--- src/rtl/switch_debounce_if.sv ---
// Switch conditioning bus: raw pins in, debounced level and edge pulses out.
// The optional event_count signal exists only when SW_EVENT_COUNT_EN is defined.
interface switch_debounce_if #(
  parameter int WIDTH = 2
);

  logic [WIDTH-1:0] sw_raw;
  logic [WIDTH-1:0] sw_clean;
  logic [WIDTH-1:0] sw_rise;
  logic [WIDTH-1:0] sw_fall;
`ifdef SW_EVENT_COUNT_EN
  logic [15:0]      event_count;
`endif

`ifdef SW_EVENT_COUNT_EN
  // Pin / firmware side: drives the raw switches, observes the clean results.
  modport master (
    output sw_raw,
    input  sw_clean,
    input  sw_rise,
    input  sw_fall,
    input  event_count
  );

  // Debouncer side.
  modport slave (
    input  sw_raw,
    output sw_clean,
    output sw_rise,
    output sw_fall,
    output event_count
  );
`else
  // Pin / firmware side: drives the raw switches, observes the clean results.
  modport master (
    output sw_raw,
    input  sw_clean,
    input  sw_rise,
    input  sw_fall
  );

  // Debouncer side.
  modport slave (
    input  sw_raw,
    output sw_clean,
    output sw_rise,
    output sw_fall
  );
`endif

endinterface

--- src/rtl/switch_debounce.sv ---
// switch_debounce: conditions raw slide-switch pins for the PIO switch port.
// Each bit is synchronised through two flops and then debounced by its own
// two-state machine; accepted changes update sw_clean and fire a one-cycle
// sw_rise or sw_fall pulse in the same cycle.
// Optional feature macro: SW_EVENT_COUNT_EN adds a 16-bit wrapping count of
// accepted edges across all channels (event_count on the interface).
//
// Per-channel FSM:
//   state     | meaning
//   ----------+-----------------------------------------------------------
//   ST_STABLE | synchronised input equals sw_clean; nothing pending
//   ST_CHECK  | input differs from sw_clean; counting how long it stays so
module switch_debounce #(
  parameter int WIDTH       = 2,
  parameter int CLK_HZ      = 50000000,
  parameter int DEBOUNCE_US = 10000
) (
  input  logic             clk_clk,
  input  logic             reset_reset_n,
  switch_debounce_if.slave sw_if
);

  // Number of consecutive CHECK cycles a new level must survive.
  localparam int CNT_MAX = CLK_HZ / 1000000 * DEBOUNCE_US;
  localparam int CNT_W   = (CNT_MAX > 1) ? $clog2(CNT_MAX) : 1;
  localparam logic [CNT_W-1:0] CNT_LAST = CNT_W'(CNT_MAX - 1);

  localparam logic [0:0] ST_STABLE = 1'b0;
  localparam logic [0:0] ST_CHECK  = 1'b1;

  // A window of fewer than two cycles cannot be distinguished from no filtering.
  if (CNT_MAX < 2) begin : g_cnt_max_check
    $error("switch_debounce: CNT_MAX must be at least 2");
  end

  logic [WIDTH-1:0]            s1_q, s1_d;
  logic [WIDTH-1:0]            s2_q, s2_d;
  logic [WIDTH-1:0]            state_q, state_d;
  logic [WIDTH-1:0][CNT_W-1:0] cnt_q, cnt_d;
  logic [WIDTH-1:0]            sw_clean_q, sw_clean_d;
  logic [WIDTH-1:0]            sw_rise_q, sw_rise_d;
  logic [WIDTH-1:0]            sw_fall_q, sw_fall_d;
  logic [WIDTH-1:0]            differs;

  // Two-flop synchroniser feed: only s2 is trusted downstream.
  always_comb begin
    s1_d = sw_if.sw_raw;
    s2_d = s1_q;
  end

  // Synchroniser flops.
  always_ff @(posedge clk_clk or negedge reset_reset_n) begin
    if (!reset_reset_n) begin
      s1_q <= '0;
      s2_q <= '0;
    end else begin
      s1_q <= s1_d;
      s2_q <= s2_d;
    end
  end

  assign differs = s2_q ^ sw_clean_q;

  // Per-channel debounce decision; pulses default low so they last one cycle.
  always_comb begin
    state_d    = state_q;
    cnt_d      = cnt_q;
    sw_clean_d = sw_clean_q;
    sw_rise_d  = '0;
    sw_fall_d  = '0;
    for (int i = 0; i < WIDTH; i++) begin
      case (state_q[i])
        ST_STABLE: begin
          if (differs[i]) begin
            state_d[i] = ST_CHECK;
            cnt_d[i]   = '0;
          end
        end
        ST_CHECK: begin
          if (!differs[i]) begin
            // Bounce: input returned before the window elapsed.
            state_d[i] = ST_STABLE;
          end else if (cnt_q[i] == CNT_LAST) begin
            sw_clean_d[i] = s2_q[i];
            sw_rise_d[i]  = s2_q[i];
            sw_fall_d[i]  = ~s2_q[i];
            state_d[i]    = ST_STABLE;
          end else begin
            cnt_d[i] = cnt_q[i] + CNT_W'(1);
          end
        end
        default: begin
          state_d[i] = ST_STABLE;
        end
      endcase
    end
  end

  // FSM state, window counters and registered outputs.
  always_ff @(posedge clk_clk or negedge reset_reset_n) begin
    if (!reset_reset_n) begin
      state_q    <= {WIDTH{ST_STABLE}};
      cnt_q      <= '0;
      sw_clean_q <= '0;
      sw_rise_q  <= '0;
      sw_fall_q  <= '0;
    end else begin
      state_q    <= state_d;
      cnt_q      <= cnt_d;
      sw_clean_q <= sw_clean_d;
      sw_rise_q  <= sw_rise_d;
      sw_fall_q  <= sw_fall_d;
    end
  end

  assign sw_if.sw_clean = sw_clean_q;
  assign sw_if.sw_rise  = sw_rise_q;
  assign sw_if.sw_fall  = sw_fall_q;

`ifdef SW_EVENT_COUNT_EN
  logic [15:0] event_count_q, event_count_d;
  logic [15:0] edge_sum;

  // Count the pulses currently on the outputs; 16-bit add wraps naturally.
  always_comb begin
    edge_sum = '0;
    for (int i = 0; i < WIDTH; i++) begin
      edge_sum = edge_sum + 16'(sw_rise_q[i] | sw_fall_q[i]);
    end
    event_count_d = event_count_q + edge_sum;
  end

  // Event counter register.
  always_ff @(posedge clk_clk or negedge reset_reset_n) begin
    if (!reset_reset_n) begin
      event_count_q <= '0;
    end else begin
      event_count_q <= event_count_d;
    end
  end

  assign sw_if.event_count = event_count_q;
`endif

endmodule

--- src/flat_wrapper.sv ---
// flat-port wrapper written by rule: the top's interface ports become plain ports
module switch_debounce_flat 
#(
  parameter int WIDTH       = 2,
  parameter int CLK_HZ      = 50000000,
  parameter int DEBOUNCE_US = 10000
)
  (clk_clk, reset_reset_n, sw_if_sw_raw, sw_if_sw_clean, sw_if_sw_rise, sw_if_sw_fall);
  switch_debounce_if #(.WIDTH(WIDTH)) sw_if_i ();
  input  logic clk_clk;
  input  logic reset_reset_n;
  input wire logic [$bits(sw_if_i.sw_raw)-1:0] sw_if_sw_raw;
  output wire logic [$bits(sw_if_i.sw_clean)-1:0] sw_if_sw_clean;
  output wire logic [$bits(sw_if_i.sw_rise)-1:0] sw_if_sw_rise;
  output wire logic [$bits(sw_if_i.sw_fall)-1:0] sw_if_sw_fall;
  assign sw_if_i.sw_raw = sw_if_sw_raw;
  assign sw_if_sw_clean = sw_if_i.sw_clean;
  assign sw_if_sw_rise = sw_if_i.sw_rise;
  assign sw_if_sw_fall = sw_if_i.sw_fall;
  switch_debounce #(.WIDTH(WIDTH), .CLK_HZ(CLK_HZ), .DEBOUNCE_US(DEBOUNCE_US)) u_core (.clk_clk(clk_clk), .reset_reset_n(reset_reset_n), .sw_if(sw_if_i));
endmodule
--- config.mk ---
export PLATFORM = sky130hd
export DESIGN_NAME = switch_debounce_flat
export DESIGN_NICKNAME = d
export VERILOG_FILES = /design/src/rtl/switch_debounce_if.sv /design/src/rtl/switch_debounce.sv /design/src/flat_wrapper.sv
export SDC_FILE = /design/constraint.sdc
export NUM_CORES = 1
export LEC_CHECK = 0
export ABC_AREA = 1
export CAP_MARGIN = 20
export CORE_MARGIN = 4
export CORE_UTILIZATION = 50
export DETAILED_ROUTE_END_ITERATION = 16
export HOLD_SLACK_MARGIN = 0.05
export PLACE_DENSITY = 0.69
export SYNTH_ARGS = -nofsm -noshare
export SYNTH_HDL_FRONTEND = slang
export SYNTH_SLANG_ARGS = --single-unit
--- constraint.sdc ---
create_clock -name clk_clk -period 2.2 [get_ports clk_clk]
set_clock_uncertainty 0.15 [all_clocks]
set_input_delay 0.33 -clock clk_clk [delete_from_list [all_inputs] [get_ports clk_clk]]
set_output_delay 0.33 -clock clk_clk [all_outputs]
set_load 0.05 [all_outputs]
# --- Word level (Yosys, flattened, before mapping) ---
# Cells that the tools add are included.
totals:
  latch_bits: 0
  out_inout_bits: 6
  inputBits: 4
  elab_cells: 56
  ff_bits: 50
  mem_bits_rw: 0
  mem_count: 0
  rom_bits: 0
op_classes:
  n_addsub: 2
  n_shift: 0
  bitwise: 5
  eq_ne: 8
  n_reduce_logical: 4
  mux: 28
  order_cmp: 0
  multipliers: 0
  div_mod_pow: 0
op_table:
  columns: ["cell", "count"]
  rows:
  - ["19-bit 2-to-1 mux", 6]
  - ["19-bit one-hot mux with 2 select lines", 2]
  - ["19-bit by 1-bit adder with 19-bit output, second input constant", 2]
  - ["19-bit equality test, second input constant", 2]
  - ["1-bit 2-to-1 mux", 18]
  - ["3-bit AND reduction", 4]
  - ["2-bit inequality test, second input constant", 4]
  - ["2-bit by 1-bit inequality test with 1-bit output, second input constant", 2]
  - ["1-bit inverter", 4]
  - ["1-bit one-hot mux with 2 select lines", 2]
  - ["2-bit XOR", 1]

# --- Depth between registers and ports, before layout ---
# Gate-level depths: netlist of run 1.
depth:
  ltp_word: 4
  ltp_mapped: 10
  depth_no_buf: 10

# --- Least setup slack after synthesis of run 1 ---
# OpenSTA, ideal clock, no wires.
synth_path:
  path_kind: "register to register"
  start: "register u_core.sw_clean_q[0], in the netlist u_core.sw_if.sw_clean[0]"
  end: "register u_core.cnt_q[16] (netlist bit)"
  path_buffers: 1
  setup_slack_ps: 525
  path_stages_with_launch: 9
  t_arrival_ps: 1397
  path_cell_list: "dfrtp_1 inv_1 nor2_1 nor2_1 inv_1 nand2_2 buf_4 nand2_1 o21ai_0"
synth_between:
  elab_chain_len: 3
synth_lines:
  columns: ["element", "line_no", "source"]
  rows:
  - ["start, declared", "switch_debounce.sv:40", "logic [WIDTH-1:0] sw_clean_q, sw_clean_d;"]
  - ["start signal, assigned", "switch_debounce.sv:110", "sw_clean_q <= sw_clean_d;"]
  - ["2-bit XOR *", "switch_debounce.sv:62", "assign differs = s2_q ^ sw_clean_q;"]
  - ["2-bit inequality test (no source line) or 2-bit by 1-bit inequality test with 1-bit output (tied branches)", null, null]
  - ["3-bit AND reduction (no source line) *", null, null]
  - ["end signal, assigned", "switch_debounce.sv:109", "cnt_q <= cnt_d;"]
  - ["end, declared", "switch_debounce.sv:39", "logic [WIDTH-1:0][CNT_W-1:0] cnt_q, cnt_d;"]
# Every way passes the cells marked *; elsewhere a longest branch is shown, timed or not.
# A chain may end at the register's enable or synchronous reset.

# --- Worst setup path after layout of run 1 ---
layout_path:
  start: "register u_core.sw_clean_q[1], in the netlist u_core.sw_if.sw_clean[1]"
  end: "output sw_if_sw_clean[1]"
layout_rtl:
  columns: ["element", "line_no", "source"]
  rows:
  - ["end, declared", "flat_wrapper.sv:13", "output wire logic [$bits(sw_if_i.sw_clean)-1:0] sw_if_sw_clean;"]
# No word-level cell between the ends.

==> results of run 1 <==
[registers in the layout (all words and copies together), names as in the netlist]
name,cells
u_core.sw_if.sw_clean,2
u_core.sw_if.sw_rise,2
u_core.s2_q,2
u_core.cnt_q,38
u_core.state_q,2
u_core.s1_q,2
u_core.sw_if.sw_fall,2
[cell usage in the layout (no fill, tap or decap)]
| cell type | Yosys | final |
|---|---|---|
| sky130_fd_sc_hd__dlygate4sd3_1 | 0 | 1 |
| sky130_fd_sc_hd__nor2_1 | 86 | 86 |
| sky130_fd_sc_hd__clkbuf_8 | 0 | 5 |
| sky130_fd_sc_hd__xnor2_1 | 3 | 3 |
| sky130_fd_sc_hd__nor3_1 | 11 | 11 |
| sky130_fd_sc_hd__dfrtp_1 | 50 | 50 |
| sky130_fd_sc_hd__inv_2 | 1 | 1 |
| sky130_fd_sc_hd__nand3_2 | 1 | 1 |
| sky130_fd_sc_hd__nand4_2 | 1 | 1 |
| sky130_fd_sc_hd__o21ai_4 | 1 | 1 |
| sky130_fd_sc_hd__o21ai_0 | 36 | 36 |
| sky130_fd_sc_hd__nand4_1 | 6 | 6 |
| sky130_fd_sc_hd__o21ai_1 | 4 | 4 |
| sky130_fd_sc_hd__ha_1 | 2 | 2 |
| sky130_fd_sc_hd__bufinv_16 | 0 | 1 |
| sky130_fd_sc_hd__clkdlybuf4s50_1 | 0 | 8 |
| sky130_fd_sc_hd__buf_2 | 12 | 1 |
| sky130_fd_sc_hd__nor2_2 | 1 | 1 |
| sky130_fd_sc_hd__clkbuf_1 | 1 | 2 |
| sky130_fd_sc_hd__nand3_1 | 27 | 27 |
| sky130_fd_sc_hd__nand3b_1 | 1 | 1 |
| sky130_fd_sc_hd__nand2_1 | 142 | 142 |
| sky130_fd_sc_hd__buf_4 | 1 | 4 |
| sky130_fd_sc_hd__nor3b_1 | 1 | 1 |
| sky130_fd_sc_hd__buf_12 | 0 | 1 |
| sky130_fd_sc_hd__nand2_2 | 2 | 2 |
| sky130_fd_sc_hd__o21bai_1 | 1 | 1 |
| sky130_fd_sc_hd__inv_1 | 37 | 37 |
| sky130_fd_sc_hd__xor2_1 | 16 | 16 |
[area by class of cell]
class	count	area share [%]
multi-input combinational	342	47.2
inverter	38	4.33
timing repair buffer	15	4.41
tap	75	2.85
sequential	50	38.0
clock buffer	7	2.32
clock inverter	1	0.912
[worst min path at each step]
stage                                   to  slack, ns  cells past startpoint
after CTS                   u_core.s2_q[0]       0.21                      0
after global routing        u_core.s2_q[0]       0.22                      0
after global placement    u_core.cnt_q[21]       0.09                      1
final                       u_core.s2_q[0]       0.21                      0
after detailed placement  u_core.cnt_q[21]       0.09                      1
after floorplan            u_core.cnt_q[0]      -0.12                      0
[logic make-up (layout without fill, tap and decap cells)]
kind of cell / after synthesis / count (layout) / synth area share [%]
XOR/XNOR: 19 / 19 / 5.49
adder cells (fa/ha/maj): 2 / 2 / 0.825
AND/OR/NAND/NOR: 279 / 279 / 37.6
buffers and inverters: 53 / 61 / 7.43
AO/OA/AOI/OAI: 42 / 42 / 7.39
flip-flops: 50 / 50 / 41.3
[power by group]
| part | switching, W | internal, W |
|---|---|---|
| Clock | 0.000298 | 0.000341 |
| Combinational | 0.0000647 | 0.0000336 |
| Sequential | 0.0000203 | 0.000937 |
| Total | 0.000383 | 0.00131 |
[layer usage]
| layer | routed length [µm] | GRT usage [%] |
|---|---|---|
| met1 | 3050 | 25.9 |
| met2 | 3480 | 37.1 |
| met3 | 232 | 3.27 |
| met4 | 143 | 7.05 |
| met5 | 0 | 0 |
[stage by stage]
stage	hold WS (ns)	total power (W)	area [µm²]
3_5_place_dp	0.0937	0.00107	3180
4_1_cts	0.214	0.00171	3290
2_1_floorplan	-0.116	0.00103	3030
5_1_grt	0.224	0.00178	3290
3_3_place_gp	0.0872	0.00107	3180
6_report	0.212	0.00169	3290
[timing repair]
action / CTS / global route
endpoints found under the hold margin: 11 / 0
hold buffers: 1 / 0
gates resized for setup: 0 / 0
==> impl_metrics.ini, run 1 <==
[clock_tree]
worst_setup_hold_path_clk_slew_ns = 0.09
clock_tree.htree_level_count = 2
clk_latency_ns = 0.30
postCtsSetupRepairBufs = 0
cts-root-to-sink-buffers = 2
cts_made_buffers = 5
cts_tree = yes
numClockSinks = 50
cts_root_buffer = sky130_fd_sc_hd__clkbuf_8

[critical_path]
worstSetupStartpointType = register
reg2reg_setup_slack_ns = 0.32
critical_path_cell_list = clkdlybuf4s50_1
critical-path-top-delay-family = buffers and inverters
cp_data_arrival_time_ns = 1.52
cpMaxStageDelayCell = sky130_fd_sc_hd__clkdlybuf4s50_1
critical_path_cell_count = 1
timing.reg2reg.worst_path_depth = 6
cp_max_fo = 4
timing_worst_setup_path_type = register to output port
setup.worst_path.end_class = output port
crit_path_max_incr_delay_ns = 0.82
regToRegEndpoint = u_core.cnt_q[35]
worst_setup_path_endpoint = sw_if_sw_clean[1]
required_ns = 1.72
worst_setup_path_startpoint = u_core.sw_if.sw_clean[1]
reg2reg_from = u_core.cnt_q[19]
cp_num_buf_inv = 1

[pwr]
power_density_nw_per_um2 = 514
total_leakage_power_nw = 1.34
ir_drop_uv = 295

[floorplan]
starting_density_pct = 51.5
fp.coreArea_um2 = 5890
std_cell_rows = 28
die_area_um2 = 7370
pin_count = 10
die-width_um = 85.9
die_h_um = 85.9

[finish]
finished_core_util_pct = 56.0
area.sequential_um2 = 1250
diodes = 0
syn2layout_area_growth_pct = 8.67
stdcell_count = 528
filler_cell_count = 566
multi_input_comb_area_um2 = 1560
final_layout_size_suffix_gt1_share_pct = 4.19
layout.nets = 458

[routing]
via_per_inst = 5.16
route.antenna.remaining_nets = 0
total_via_count_in_the_routed_design = 2726
drtPass1Iterations = 4
drt_drc_violations_left = 0
wire_per_inst_um = 13.1
dr.first_iter.drc_count = 131
postRouteWirelength_um = 6910

[synth]
synth-warning-count = 0
seq_area_frac_synth_pct = 41.3
synth.area.top_cells = sky130_fd_sc_hd__dfrtp_1 (41%), sky130_fd_sc_hd__nand2_1 (18%), sky130_fd_sc_hd__nor2_1 (11%), sky130_fd_sc_hd__o21ai_0 (5.9%), sky130_fd_sc_hd__xor2_1 (4.6%)
syn-num-nets = 451
ys_seq_elements = 50
syn_avg_cell_area_um2 = 6.81
synthFlopType = sky130_fd_sc_hd__dfrtp_1
netlist-cell-type-count = 25
synth_commonest_cells = sky130_fd_sc_hd__nand2_1 (142), sky130_fd_sc_hd__nor2_1 (86), sky130_fd_sc_hd__dfrtp_1 (50)
async_reset_ff_share_pct = 100
post-synth-top-count-cell = sky130_fd_sc_hd__nand2_1
synth_largest_type_area_fraction_pct = 41.3
number_of_enable_type_register_cells_in_the_synthesized_netlist = 0
synth_area_um2 = 3030
netlist.top_cell.by_area = sky130_fd_sc_hd__dfrtp_1
synthesis.instances = 445

[placement]
dp_hpwl_um = 5140
buffer_ports.inserted = 9
finalWeightedCongestion = 0.909
place.detailed.instances = 519
dpl_worst_slack_ns = 0.319

[timing]
worst_slew_margin_rel_pct = 66.3
setup-violations-final = 0
final.setup.worst_slack_ns = 0.202
layout_min_cycle_time_ns = 2.00
timing_max_transition_violations_final = 0
timing.setup.tns_ns = 0
timing.final.crit_share_pct = 90.8
grt_setup_unrepaired = no
timing_worst_slew_pin_value_ns = 0.503
timing_hold_violations_final = 0
achievable-frequency_ghz = 0.501

[grt]
grt_usage_pct = 21.0
final_global_route_overflow_total = 0
grt_max_degree = 40
grt_antenna_before_repair = 0
grt_first_pass_wirelength_um = 12400
grt_pass1_vias = 2671

[min_path]
hold_path_class = register to register
holdCritStartpoint = u_core.s1_q[0]

[flow_run]
max_cap_violations = 0

[status]
run_status = complete, no violations
(Power assumes the default switching activity.)
==> run 2, diff against run 1 <==
--- a/config.mk
+++ b/config.mk
@@ -15,3 +15,4 @@
 export SYNTH_ARGS = -nofsm -noshare
 export SYNTH_HDL_FRONTEND = slang
 export SYNTH_SLANG_ARGS = --single-unit
+export TNS_END_PERCENT = 20
==> results of run 2 <==
Final layout, timing and power as in run 1 (identical DEF).
